<file path="src/rtl/vram_arbiter.sv">
// Single-port SRAM frame-buffer arbiter: fixed-latency video reads pre-empt FIFO-queued capture writes.
// Optional write-stall counter is built when VRAM_ARB_STATS_EN is defined.
module vram_arbiter #(
    parameter int unsigned ADDR_W     = 18,
    parameter int unsigned DATA_W     = 12,
    parameter int unsigned FIFO_DEPTH = 8
) (
    input  logic                          i_clk,
    input  logic                          i_rst_n,
    input  logic                          i_rd_req,
    input  logic [ADDR_W-1:0]             i_rd_addr,
    output logic [DATA_W-1:0]             o_rd_data,
    output logic                          o_rd_valid,
    input  logic                          i_wr_valid,
    output logic                          o_wr_ready,
    input  logic [ADDR_W-1:0]             i_wr_addr,
    input  logic [DATA_W-1:0]             i_wr_data,
    output logic [$clog2(FIFO_DEPTH):0]   o_fifo_level,
    output logic [ADDR_W-1:0]             o_sram_addr,
    output logic [DATA_W-1:0]             o_sram_wdata,
    output logic                          o_sram_wdata_oe,
    output logic                          o_sram_we_n,
    output logic                          o_sram_oe_n,
`ifdef VRAM_ARB_STATS_EN
    input  logic                          i_stats_clr,
    output logic [15:0]                   o_stall_cnt,
`endif
    input  logic [DATA_W-1:0]             i_sram_rdata
);

    localparam int unsigned PTR_W = $clog2(FIFO_DEPTH);
    localparam int unsigned LVL_W = PTR_W + 1;

    typedef enum logic [1:0] {
        ST_IDLE,
        ST_READ,
        ST_TURN,
        ST_WRITE
    } state_t;

    typedef struct packed {
        logic [ADDR_W-1:0] addr;
        logic [DATA_W-1:0] data;
    } wr_entry_t;

    state_t            state;
    state_t            state_nxt;
    wr_entry_t         fifo_mem [FIFO_DEPTH];
    wr_entry_t         head;
    logic [PTR_W-1:0]  wr_ptr;
    logic [PTR_W-1:0]  rd_ptr;
    logic [LVL_W-1:0]  level_nxt;
    logic              push;
    logic              pop;
    logic              fifo_empty;
    logic              rd_pipe;

    logic [ADDR_W-1:0] sram_addr_nxt;
    logic [DATA_W-1:0] sram_wdata_nxt;
    logic              we_n_nxt;
    logic              oe_n_nxt;
    logic              wdata_oe_nxt;

    assign head       = fifo_mem[rd_ptr];
    assign fifo_empty = (o_fifo_level == '0);
    assign push       = i_wr_valid & o_wr_ready;
    assign level_nxt  = o_fifo_level + LVL_W'(push) - LVL_W'(pop);

    // State register
    always_ff @(posedge i_clk or negedge i_rst_n) begin
        if (!i_rst_n) begin
            state <= ST_IDLE;
        end else begin
            state <= state_nxt;
        end
    end

    // Next state and next SRAM pin values; reads always win, a read->write switch costs one dead cycle
    always_comb begin
        state_nxt      = ST_IDLE;
        sram_addr_nxt  = o_sram_addr;
        sram_wdata_nxt = o_sram_wdata;
        we_n_nxt       = 1'b1;
        oe_n_nxt       = 1'b1;
        wdata_oe_nxt   = 1'b0;
        pop            = 1'b0;
        if (i_rd_req) begin
            state_nxt     = ST_READ;
            sram_addr_nxt = i_rd_addr;
            oe_n_nxt      = 1'b0;
        end else if (!fifo_empty) begin
            if (state == ST_READ) begin
                state_nxt = ST_TURN;
            end else begin
                state_nxt      = ST_WRITE;
                sram_addr_nxt  = head.addr;
                sram_wdata_nxt = head.data;
                we_n_nxt       = 1'b0;
                wdata_oe_nxt   = 1'b1;
                pop            = 1'b1;
            end
        end
    end

    // Registered SRAM pins; reset releases the bus immediately
    always_ff @(posedge i_clk or negedge i_rst_n) begin
        if (!i_rst_n) begin
            o_sram_addr     <= '0;
            o_sram_wdata    <= '0;
            o_sram_wdata_oe <= 1'b0;
            o_sram_we_n     <= 1'b1;
            o_sram_oe_n     <= 1'b1;
        end else begin
            o_sram_addr     <= sram_addr_nxt;
            o_sram_wdata    <= sram_wdata_nxt;
            o_sram_wdata_oe <= wdata_oe_nxt;
            o_sram_we_n     <= we_n_nxt;
            o_sram_oe_n     <= oe_n_nxt;
        end
    end

    // Write FIFO storage; contents are don't-care while empty, so no reset
    always_ff @(posedge i_clk) begin
        if (push) begin
            fifo_mem[wr_ptr] <= wr_entry_t'{addr: i_wr_addr, data: i_wr_data};
        end
    end

    // FIFO pointers, level and registered ready
    always_ff @(posedge i_clk or negedge i_rst_n) begin
        if (!i_rst_n) begin
            wr_ptr       <= '0;
            rd_ptr       <= '0;
            o_fifo_level <= '0;
            o_wr_ready   <= 1'b0;
        end else begin
            if (push) begin
                wr_ptr <= wr_ptr + PTR_W'(1);
            end
            if (pop) begin
                rd_ptr <= rd_ptr + PTR_W'(1);
            end
            o_fifo_level <= level_nxt;
            o_wr_ready   <= (level_nxt < LVL_W'(FIFO_DEPTH));
        end
    end

    // Two-cycle read pipeline: data captured at the edge that ends the READ cycle
    always_ff @(posedge i_clk or negedge i_rst_n) begin
        if (!i_rst_n) begin
            rd_pipe    <= 1'b0;
            o_rd_valid <= 1'b0;
            o_rd_data  <= '0;
        end else begin
            rd_pipe    <= i_rd_req;
            o_rd_valid <= rd_pipe;
            if (state == ST_READ) begin
                o_rd_data <= i_sram_rdata;
            end
        end
    end

`ifdef VRAM_ARB_STATS_EN
    // Saturating count of cycles where capture was back-pressured
    always_ff @(posedge i_clk or negedge i_rst_n) begin
        if (!i_rst_n) begin
            o_stall_cnt <= '0;
        end else if (i_stats_clr) begin
            o_stall_cnt <= '0;
        end else if (i_wr_valid && !o_wr_ready && (o_stall_cnt != 16'hFFFF)) begin
            o_stall_cnt <= o_stall_cnt + 16'd1;
        end
    end
`endif

endmodule

</file>
<file path="config.mk">
export PLATFORM = sky130hd
export DESIGN_NAME = vram_arbiter
export DESIGN_NICKNAME = d
export VERILOG_FILES = /design/src/rtl/vram_arbiter.sv
export SDC_FILE = /design/constraint.sdc
export NUM_CORES = 1
export LEC_CHECK = 0
export CORE_MARGIN = 2
export CORE_UTILIZATION = 42
export DETAILED_ROUTE_END_ITERATION = 12
export PLACE_DENSITY = 0.69
export SLEW_MARGIN = 15
export SYNTH_ARGS = -nofsm -noshare
export SYNTH_HDL_FRONTEND = slang
export SYNTH_SLANG_ARGS = --single-unit
</file>
<file path="constraint.sdc">
create_clock -name i_clk -period 3.5 [get_ports i_clk]
set_input_delay 0.35 -clock i_clk [delete_from_list [all_inputs] [get_ports i_clk]]
set_output_delay 0.35 -clock i_clk [all_outputs]
set_load 0.005 [all_outputs]
</file>
==> results of run 1 <==
## worst paths after layout
kind	from	end	slack [ps]	depth (start not counted)
max in group asynchronous	i_rst_n	rd_ptr[1]	2390	2
worst min-delay path	rd_pipe	o_rd_valid	350	0
worst max register to register	o_fifo_level[2]	o_fifo_level[3]	960	11
worst min register to register	rd_pipe	o_rd_valid	350	0
min in group asynchronous	i_rst_n	o_sram_wdata_oe	450	2
worst max-delay path	o_fifo_level[2]	o_fifo_level[3]	960	11
## power by group
group	switching, mW	internal, mW	total, mW
Clock	1.28	2.00	3.28
Combinational	1.20	1.70	2.90
Sequential	0.441	4.43	4.88
## cells in the final DEF, fill, tap and decap left out, types with 7 or more instances in the layout
| master | instances |
|---|---|
| buf_4 | 14 |
| clkbuf_1 | 11 |
| clkbuf_16 | 31 |
| clkbuf_8 | 7 |
| clkdlybuf4s50_1 | 113 |
| dfrtp_1 | 55 |
| edfxtp_1 | 240 |
| ha_1 | 7 |
| inv_1 | 24 |
| mux2_2 | 32 |
| mux2i_1 | 18 |
| mux4_1 | 14 |
| mux4_2 | 46 |
| nand2_1 | 22 |
| o221ai_1 | 18 |
## sequential cells by signal, summed over array words and instances, names as in the netlist, 2 cells and up
register,cells
o_sram_wdata,12
o_rd_data,12
fifo_mem,240
state,2
o_sram_addr,18
wr_ptr,3
o_fifo_level,4
rd_ptr,3
## critical path, cell delays in order (launching register included)
cell and delay [ps]:
dfrtp_1 380, inv_1 100, ha_1 140, nor3b_1 460
or3_1 230, inv_2 40, ha_1 170, inv_1 90
ha_1 240, a21o_1 170, a21oi_1 260, xor2_1 180
## kinds of logic after synthesis
logic type                 count (synthesis)  synth area share
DFF                                      300             0.757
and+or+nand+nor                           40            0.0153
xor gates and xnor gates                   6           0.00457
muxes                                    116             0.177
adders and majority gates                  8           0.00935
buffers and inverters                     50            0.0214
AOI/OAI and AO/OA                         21            0.0152
## metrics by stage
stage | area (um^2) | std cells | util | setup WS (ps) | total power, mW
2_1_floorplan | 11500 | 541 | - | 165 | 6.71
3_3_place_gp | 13100 | 987 | 0.488 | 1130 | 7.78
5_1_grt | 14200 | 1044 | 0.526 | 759 | 11.6
3_5_place_dp | 13100 | 987 | 0.488 | 989 | 7.90
4_1_cts | 14200 | 1044 | 0.526 | 976 | 11.2
6_report | 14200 | 1045 | 0.526 | 961 | 11.1
## routing by layer
layer  up-vias  global-route usage
met5         -                   0
met2       163               0.272
met3        29              0.0280
met4         2              0.0401
met1      2832               0.221
li1       2448                   -
## area by class of cell
class,instances,area [um^2],share of cell area
Antenna cell,1,2.50,0.000176
Multi-Input combinational cell,191,2610,0.184
Sequential cell,300,8720,0.614
Inverter,25,93.8,0.00661
Timing Repair Buffer,131,1310,0.0921
Clock inverter,7,121,0.00856
Tap cell,341,427,0.0301
Clock buffer,49,913,0.0644
==> flow_summary.yaml, run 1 <==
logic_synthesis:
  synth_top_area_frac: 0.626
  netlist_area_um2: 11500
  yosys_warnings: 0
  avgSynthCellArea_um2: 21.3
  synth_edf_count: 240
  synth_cells: 541
  synth_cell_types: 35
  synth_seq_area_share: 0.757
  synth_most_common_cell: "edfxtp_1"
  synth.top_cells.by_count: "240 x edfxtp_1, 58 x dfrtp_1, 46 x mux4_2"
  syn-num-nets: 613
  synth_area_leaders: "edfxtp_1 63%, dfrtp_1 13%, mux4_2 9.0%, mux4_1 3.2%, mux2_2 3.1%"
  synth-seq-cells: 300
  synthArstFlopShare: 0.200
  synth_ff_type: "edfxtp_1"
  synth_top_area_cell: "edfxtp_1"
drt:
  dr.first_iter.drc_count: 409
  wl_per_cell_um: 21.7
  vias: 5474
  met3WireLength_um: 1500
  antenna_left: 0
  dr.pass1.iters: 5
  wl_met2_um: 11100
  routed_wl_um: 22600
  post-route-drc-count: 0
  maxUsedRoutingLayer: "met5"
  vias_per_cell: 5.24
  met1_length_um: 9660
floorplanning:
  coreArea_um2: 27000
  start_util: 0.427
  num_rows: 60
  die_height_um: 169
  die_x_um: 169
  io_pins: 115
  die-area_um2: 28700
finish:
  final.fill_count: 2066
  fin_nets: 751
  drive_gt1_frac: 0.230
  areaGrowthSynthToFinish_pct: 23.3
cts:
  cts_root_buffer: "clkbuf_16"
  cts-hold-fix-buffers: 1
  clock_latency_ps: 550
  cts_setup_buffers: 0
  clock-sinks: 300
  cts_tree: "built"
  clock_path_buffers: 3
  cts_buffers: 30
  ctsResizeCount: 0
  htreeDepth: 1
  clk_pin_slew_ps: 60
setup_path:
  crit_path_end_kind: "register"
  start_kind: "register"
  critPathMaxFanout: 4
  path_class: "reg2reg"
  crit_required_ps: 3970
  critical_path_arrival_ps: 3010
global_route:
  grt_antenna_before_repair: 2
  grt_pass1_vias: 6109
  grt_pass1_wl_um: 35200
  grt_usage: 0.162
  grt_max_degree: 61
  grt_remaining_overflow: 0
power_and_ir_drop:
  p_leak_nw: 4.95
  p_per_area_nw_per_um2: 779
  ir_drop_mv: 0.360
timing:
  slew-limit-headroom: 0.282
  finalSetupTns_ps: 0
  fin_crit_sh: 0.725
  worst_slew_pin_slew_ps: 1080
  period_needed_ps: 2540
  rsz0062_at_grt: "no"
  fmax_ghz: 0.394
  hold_slack_ps: 348
  final-hold-violation-count: 0
  finalClockSkew_ps: 13.6
  slew_viol_final: 0
  setup_violations: 0
placed_design:
  dpl.hpwl_um: 13400
  place_congestion: 0.720
  io_buffers: 114
run_status:
  status: "completed"
job:
  drv_cap: 0
worst_hold_path:
  hold_path_class: "reg2reg"
Power figures use the tool's default switching activity.
==> inputs of run 2 (changes only) <==
clock period = 2.2 ns   (was 3.5 ns; I/O delays follow)
==> run 2 against run 1 <==
The run now ends with setup timing left; non-clock buffer count up 21; clock skew increased by 2.5 ps; fmax up 13%; hold slack got worse by 80 ps; register-to-register slack worse by 1000 ps; critical path depth is the same; worst setup slack worse by 1000 ps; die area did not move; count of clock-buffer cells in the layout is 16 lower; clock power grew 53%; routed wire length grew 2.6%.
==> flow_summary.yaml, run 2 (synthesis gave the netlist of run 1 again) <==
run_status:
  status: "complete, but fails checks"
  violations: "setup timing"
cts:
  clock_latency_ps: 540
  clock-sinks: 300
  cts_buffers: 29
  cts_root_buffer: "clkbuf_16"
  clk_pin_slew_ps: 60
  cts_tree: "built"
  clock_path_buffers: 3
  htreeDepth: 1
drt:
  met1_length_um: 9900
  met3WireLength_um: 1560
  antenna_left: 0
  dr.pass1.iters: 4
  dr.first_iter.drc_count: 423
  vias: 5652
  vias_per_cell: 5.31
  maxUsedRoutingLayer: "met5"
  routed_wl_um: 23200
  wl_per_cell_um: 21.8
  wl_met2_um: 11400
  post-route-drc-count: 0
timing:
  final-hold-violation-count: 0
  slew-limit-headroom: 0.522
  worst_slack_ps: -40.0
  fmax_ghz: 0.446
  worst_slew_pin_slew_ps: 717
  slew_viol_final: 0
  hold_slack_ps: 268
  finalClockSkew_ps: 16.2
  setup_violations: 1
  fin_crit_sh: 1.02
  period_needed_ps: 2240
  rsz0062_at_grt: "yes"
  finalSetupTns_ps: -40.0
finish:
  largest_register_ffs: 240
  fin_nets: 771
  areaGrowthSynthToFinish_pct: 26.4
  top_regs: "fifo_mem: 240 flops, o_sram_addr: 18 flops"
  top_register: "fifo_mem"
  final_common_cell: "edfxtp_1"
  regArea_um2: 8720
  drive_gt1_frac: 0.271
  multi_input_area_um2: 2700
  final.fill_count: 1997
  layout_common_cells: "240 x edfxtp_1, 113 x clkdlybuf4s50_1, 55 x dfrtp_1, 46 x mux4_2, 32 x mux2_2"
floorplanning:
  die_height_um: 169
  die_x_um: 169
  die-area_um2: 28700
  io_pins: 115
  start_util: 0.427
  coreArea_um2: 27000
  num_rows: 60
setup_path:
  critical_path_arrival_ps: 2690
  rr_worst_depth: 11
  crit_required_ps: 2650
  start_kind: "register"
  path_class: "reg2reg"
  critPathMaxFanout: 2
  crit_path_end_kind: "register"
global_route:
  grt_max_degree: 49
  grt_pass1_wl_um: 35400
  grt_remaining_overflow: 0
  grt_usage: 0.163
  grt_antenna_before_repair: 2
  grt_pass1_vias: 6032
power_and_ir_drop:
  power_mw: 17.9
  p_leak_nw: 5.09
  ir_drop_mv: 0.612
  p_per_area_nw_per_um2: 1230
job:
  drv_cap: 0
placed_design:
  io_buffers: 114
  place_congestion: 0.725
  dpl.hpwl_um: 14300
  place_ws_ps: -39.9
worst_hold_path:
  hold_path_class: "in2async"
==> run 2: what timing repair did <==
action                                 CTS  global route
endpoints found under the hold margin   44             0
buffers inserted                         1             3
hold buffers                             1             0
pin swaps                                3             7
setup endpoints to repair                2            21
resized for setup                        1            10
==> run 2: final timing paths <==
path,slack (ps),from,endpoint
max reg2reg,-40,o_fifo_level[3],o_fifo_level[3]
min,270,i_rst_n,o_sram_wdata[3]
min reg2reg,350,rd_pipe,o_rd_valid
max,-40,o_fifo_level[3],o_fifo_level[3]
min in group i_clk,270,i_rd_addr[3],o_sram_addr[3]
max in group asynchronous,1320,i_rst_n,o_sram_wdata[5]
==> run 2: cell type report <==
| cell class | instances | share of cell area |
|---|---|---|
| Sequential cell | 300 | 0.600 |
| Inverter | 25 | 0.00680 |
| Antenna cell | 1 | 0.000172 |
| Timing Repair Buffer | 152 | 0.111 |
| Clock inverter | 21 | 0.0151 |
| Clock buffer | 33 | 0.0523 |
| Tap cell | 341 | 0.0293 |
| Multi-Input combinational cell | 191 | 0.186 |
==> run 2: stage by stage <==
step | std cells | area, um^2 | util
5_1_grt | 1063 | 14500 | 0.539
4_1_cts | 1060 | 14400 | 0.536
3_3_place_gp | 1004 | 13500 | 0.499
6_report | 1064 | 14500 | 0.539
3_5_place_dp | 1004 | 13500 | 0.499
2_1_floorplan | 541 | 11500 | -
==> run 2: routing by layer <==
metal,GRT usage,up-vias
met4,0.0346,2
met3,0.0336,30
met2,0.275,167
li1,-,2497
met1,0.223,2956
met5,0,-
==> run 2: critical path: stages, from the launching register on <==
cell and delay [ps]:
dfrtp_1 350, inv_1 70, ha_4 160, nor3b_4 140, or3_4 410, inv_4 70, ha_4 130, inv_4 40
ha_4 220, a21o_1 190, a21oi_2 200, xor2_1 180
==> run 2: where the power goes <==
group,internal (mW),switching [mW]
logic,3.05,2.20
registers,7.05,0.595
clock network,2.96,2.05
total,13.1,4.84
==> inputs of run 3 (changes only) <==
ABC_CLOCK_PERIOD_IN_PS = 2200   (was unset)
CORE_UTILIZATION = 45   (was 42)
DONT_BUFFER_PORTS = 1   (was unset)
PLACE_DENSITY = 0.67   (was 0.69)
==> run 3 against run 2 <==
The flow now finishes without violations; combinational power shrank 13%; critical path depth is the same; largest power group unchanged; first-iteration DRC count grew 4.7%; via count shrank 1.5%; sequential cell count is the same; fmax grew 4.0%; design area shrank 3.5%; die area shrank 6.5%; hold slack lost 160 ps; sequential share of layout area grew 2.2 points.
==> flow_summary.yaml, run 3 (synthesis gave the netlist of run 1 again) <==
run_status:
  status: "completed"
timing:
  period_needed_ps: 2150
  finalClockSkew_ps: 10.4
  setup_violations: 0
  fmax_ghz: 0.464
  final-hold-violation-count: 0
  slew_viol_final: 0
  rsz0062_at_grt: "yes"
  slew-limit-headroom: 0.266
  worst_slew_pin_slew_ps: 1100
  fin_crit_sh: 0.979
setup_path:
  start_kind: "register"
  critPathMaxFanout: 2
  critical_path_arrival_ps: 2620
  path_class: "reg2reg"
  crit_required_ps: 2660
  crit_path_end_kind: "register"
global_route:
  grtUsageMet3: 0.0311
  grt_antenna_before_repair: 1
  grt_max_degree: 61
  grt.met1_usage: 0.241
  gr-usage-met2: 0.304
  grt_remaining_overflow: 0
  grt_pass1_wl_um: 35900
  grt_usage: 0.179
  grt_pass1_vias: 6016
  top_usage_layer: "met2"
floorplanning:
  start_util: 0.458
  coreArea_um2: 25100
  num_rows: 58
  io_pins: 115
  die_height_um: 164
  die-area_um2: 26900
  die_x_um: 164
drt:
  vias: 5569
  routed_wl_um: 23600
  antenna_left: 0
  dr.first_iter.drc_count: 443
  post-route-drc-count: 0
  dr.pass1.iters: 4
  wl_per_cell_um: 23.4
  vias_per_cell: 5.51
finish:
  areaGrowthSynthToFinish_pct: 22.0
  fin_nets: 727
  largest_register_ffs: 240
  final_common_cell: "edfxtp_1"
  layout_common_cells: "240 x edfxtp_1, 63 x dlygate4sd3_1, 55 x dfrtp_1, 46 x mux4_2, 32 x mux2_2"
  top_regs: "fifo_mem: 240 flops, o_sram_addr: 18 flops"
  top_register: "fifo_mem"
  stdcell_count: 1010
  fin_util: 0.559
  drive_gt1_frac: 0.290
power_and_ir_drop:
  clock_power_share: 0.288
  power.combinational.fraction: 0.264
  swShare: 0.277
  p_per_area_nw_per_um2: 1240
  seq_power_share: 0.448
  ir_drop_mv: 0.690
  p_int_mw: 12.5
  p_leak_nw: 4.92
  power_mw: 17.3
  p_sw_mw: 4.80
placed_design:
  dpl.hpwl_um: 13800
  post-place-cells: 885
  place_congestion: 0.709
  io_buffers: 0
cts:
  htreeDepth: 1
  clk_pin_slew_ps: 60
  clock_path_buffers: 3
  cts_tree: "built"
  cts_root_buffer: "clkbuf_16"
  clock-sinks: 300
  clock_latency_ps: 540
  cts_buffers: 30
job:
  drv_cap: 0
worst_hold_path:
  hold_path_class: "in2reg"
[run 3: cell types whose count changed in the layout (fill, tap and decap cells not counted), moves of 3 or more]
cell	delta
dlygate4sd3_1	+62
buf_12	-3
clkbuf_1	+10
clkdlybuf4s50_1	-113
buf_4	+8
[run 3: layout make-up]
| type | count | area, um^2 |
|---|---|---|
| fillers | 1895 | 11100 |
| flip-flops and latches | 300 | 8720 |
| multi-input cells | 191 | 2700 |
| repair buffers | 107 | 1130 |
| clock buffers | 44 | 835 |
| well taps | 330 | 413 |
| clock inverters | 12 | 135 |
| inverters | 25 | 98.8 |
| diodes | 1 | 2.50 |
[run 3: worst max-delay path, cell delays in order, from the launching register on]
cell and delay (ps):
dfrtp_1 360, inv_2 60, ha_4 150, nor3b_4 150, or3_4 410, inv_4 70, ha_4 130, inv_4 40
ha_4 210, a21o_1 190, a21oi_4 180, xor2_1 140
[run 3: worst paths after layout]
path                                  from               to  slack, ps  cells after the start
setup / recovery           o_fifo_level[2]  o_fifo_level[3]         50                     11
hold / removal                    i_rd_req  o_sram_wdata_oe        110                      3
setup reg to reg           o_fifo_level[2]  o_fifo_level[3]         50                     11
hold reg to reg                    rd_pipe       o_rd_valid        360                      0
max in group asynchronous          i_rst_n      o_sram_we_n       1650                      2
min in group asynchronous          i_rst_n  o_sram_wdata_oe        220                      2
[run 3: layer usage]
layer,vias up,part of all wire
li1,2405,-
met5,-,0
met1,2949,0.42
met4,0,0.019
met2,171,0.50
met3,44,0.065
[run 3: stage by stage]
| step | area, um^2 | setup TNS, ps | worst slack [ps] | hold slack (ps) |
|---|---|---|---|---|
| floorplan | 11500 | -34920 | -313 | -75.6 |
| global placement | 12300 | 0 | 31.1 | -72.9 |
| detailed placement | 12300 | -137 | -63.7 | -72.8 |
| CTS | 14000 | 0 | 14.5 | 93.2 |
| global route | 14000 | -22.6 | -21.3 | 99.7 |
| finish | 14000 | 0 | 45.7 | 111 |
[run 3: timing repair]
item,CTS,global route
hold buffers,64,0
pin swaps,1,5
endpoints found under the setup margin,6,4
gates resized for setup,3,10
endpoints found under the hold margin,337,0
buffers inserted,1,3
[run 3: power by group through the flow]
| stage | logic, mW | registers, mW | clock network (mW) |
|---|---|---|---|
| floorplan | 3.22 | 7.50 | 0 |
| global placement | 4.03 | 7.88 | 0 |
| detailed placement | 4.15 | 7.93 | 0 |
| CTS | 4.52 | 7.76 | 5.08 |
| global route | 4.95 | 7.86 | 5.32 |
| finish | 4.58 | 7.76 | 4.99 |
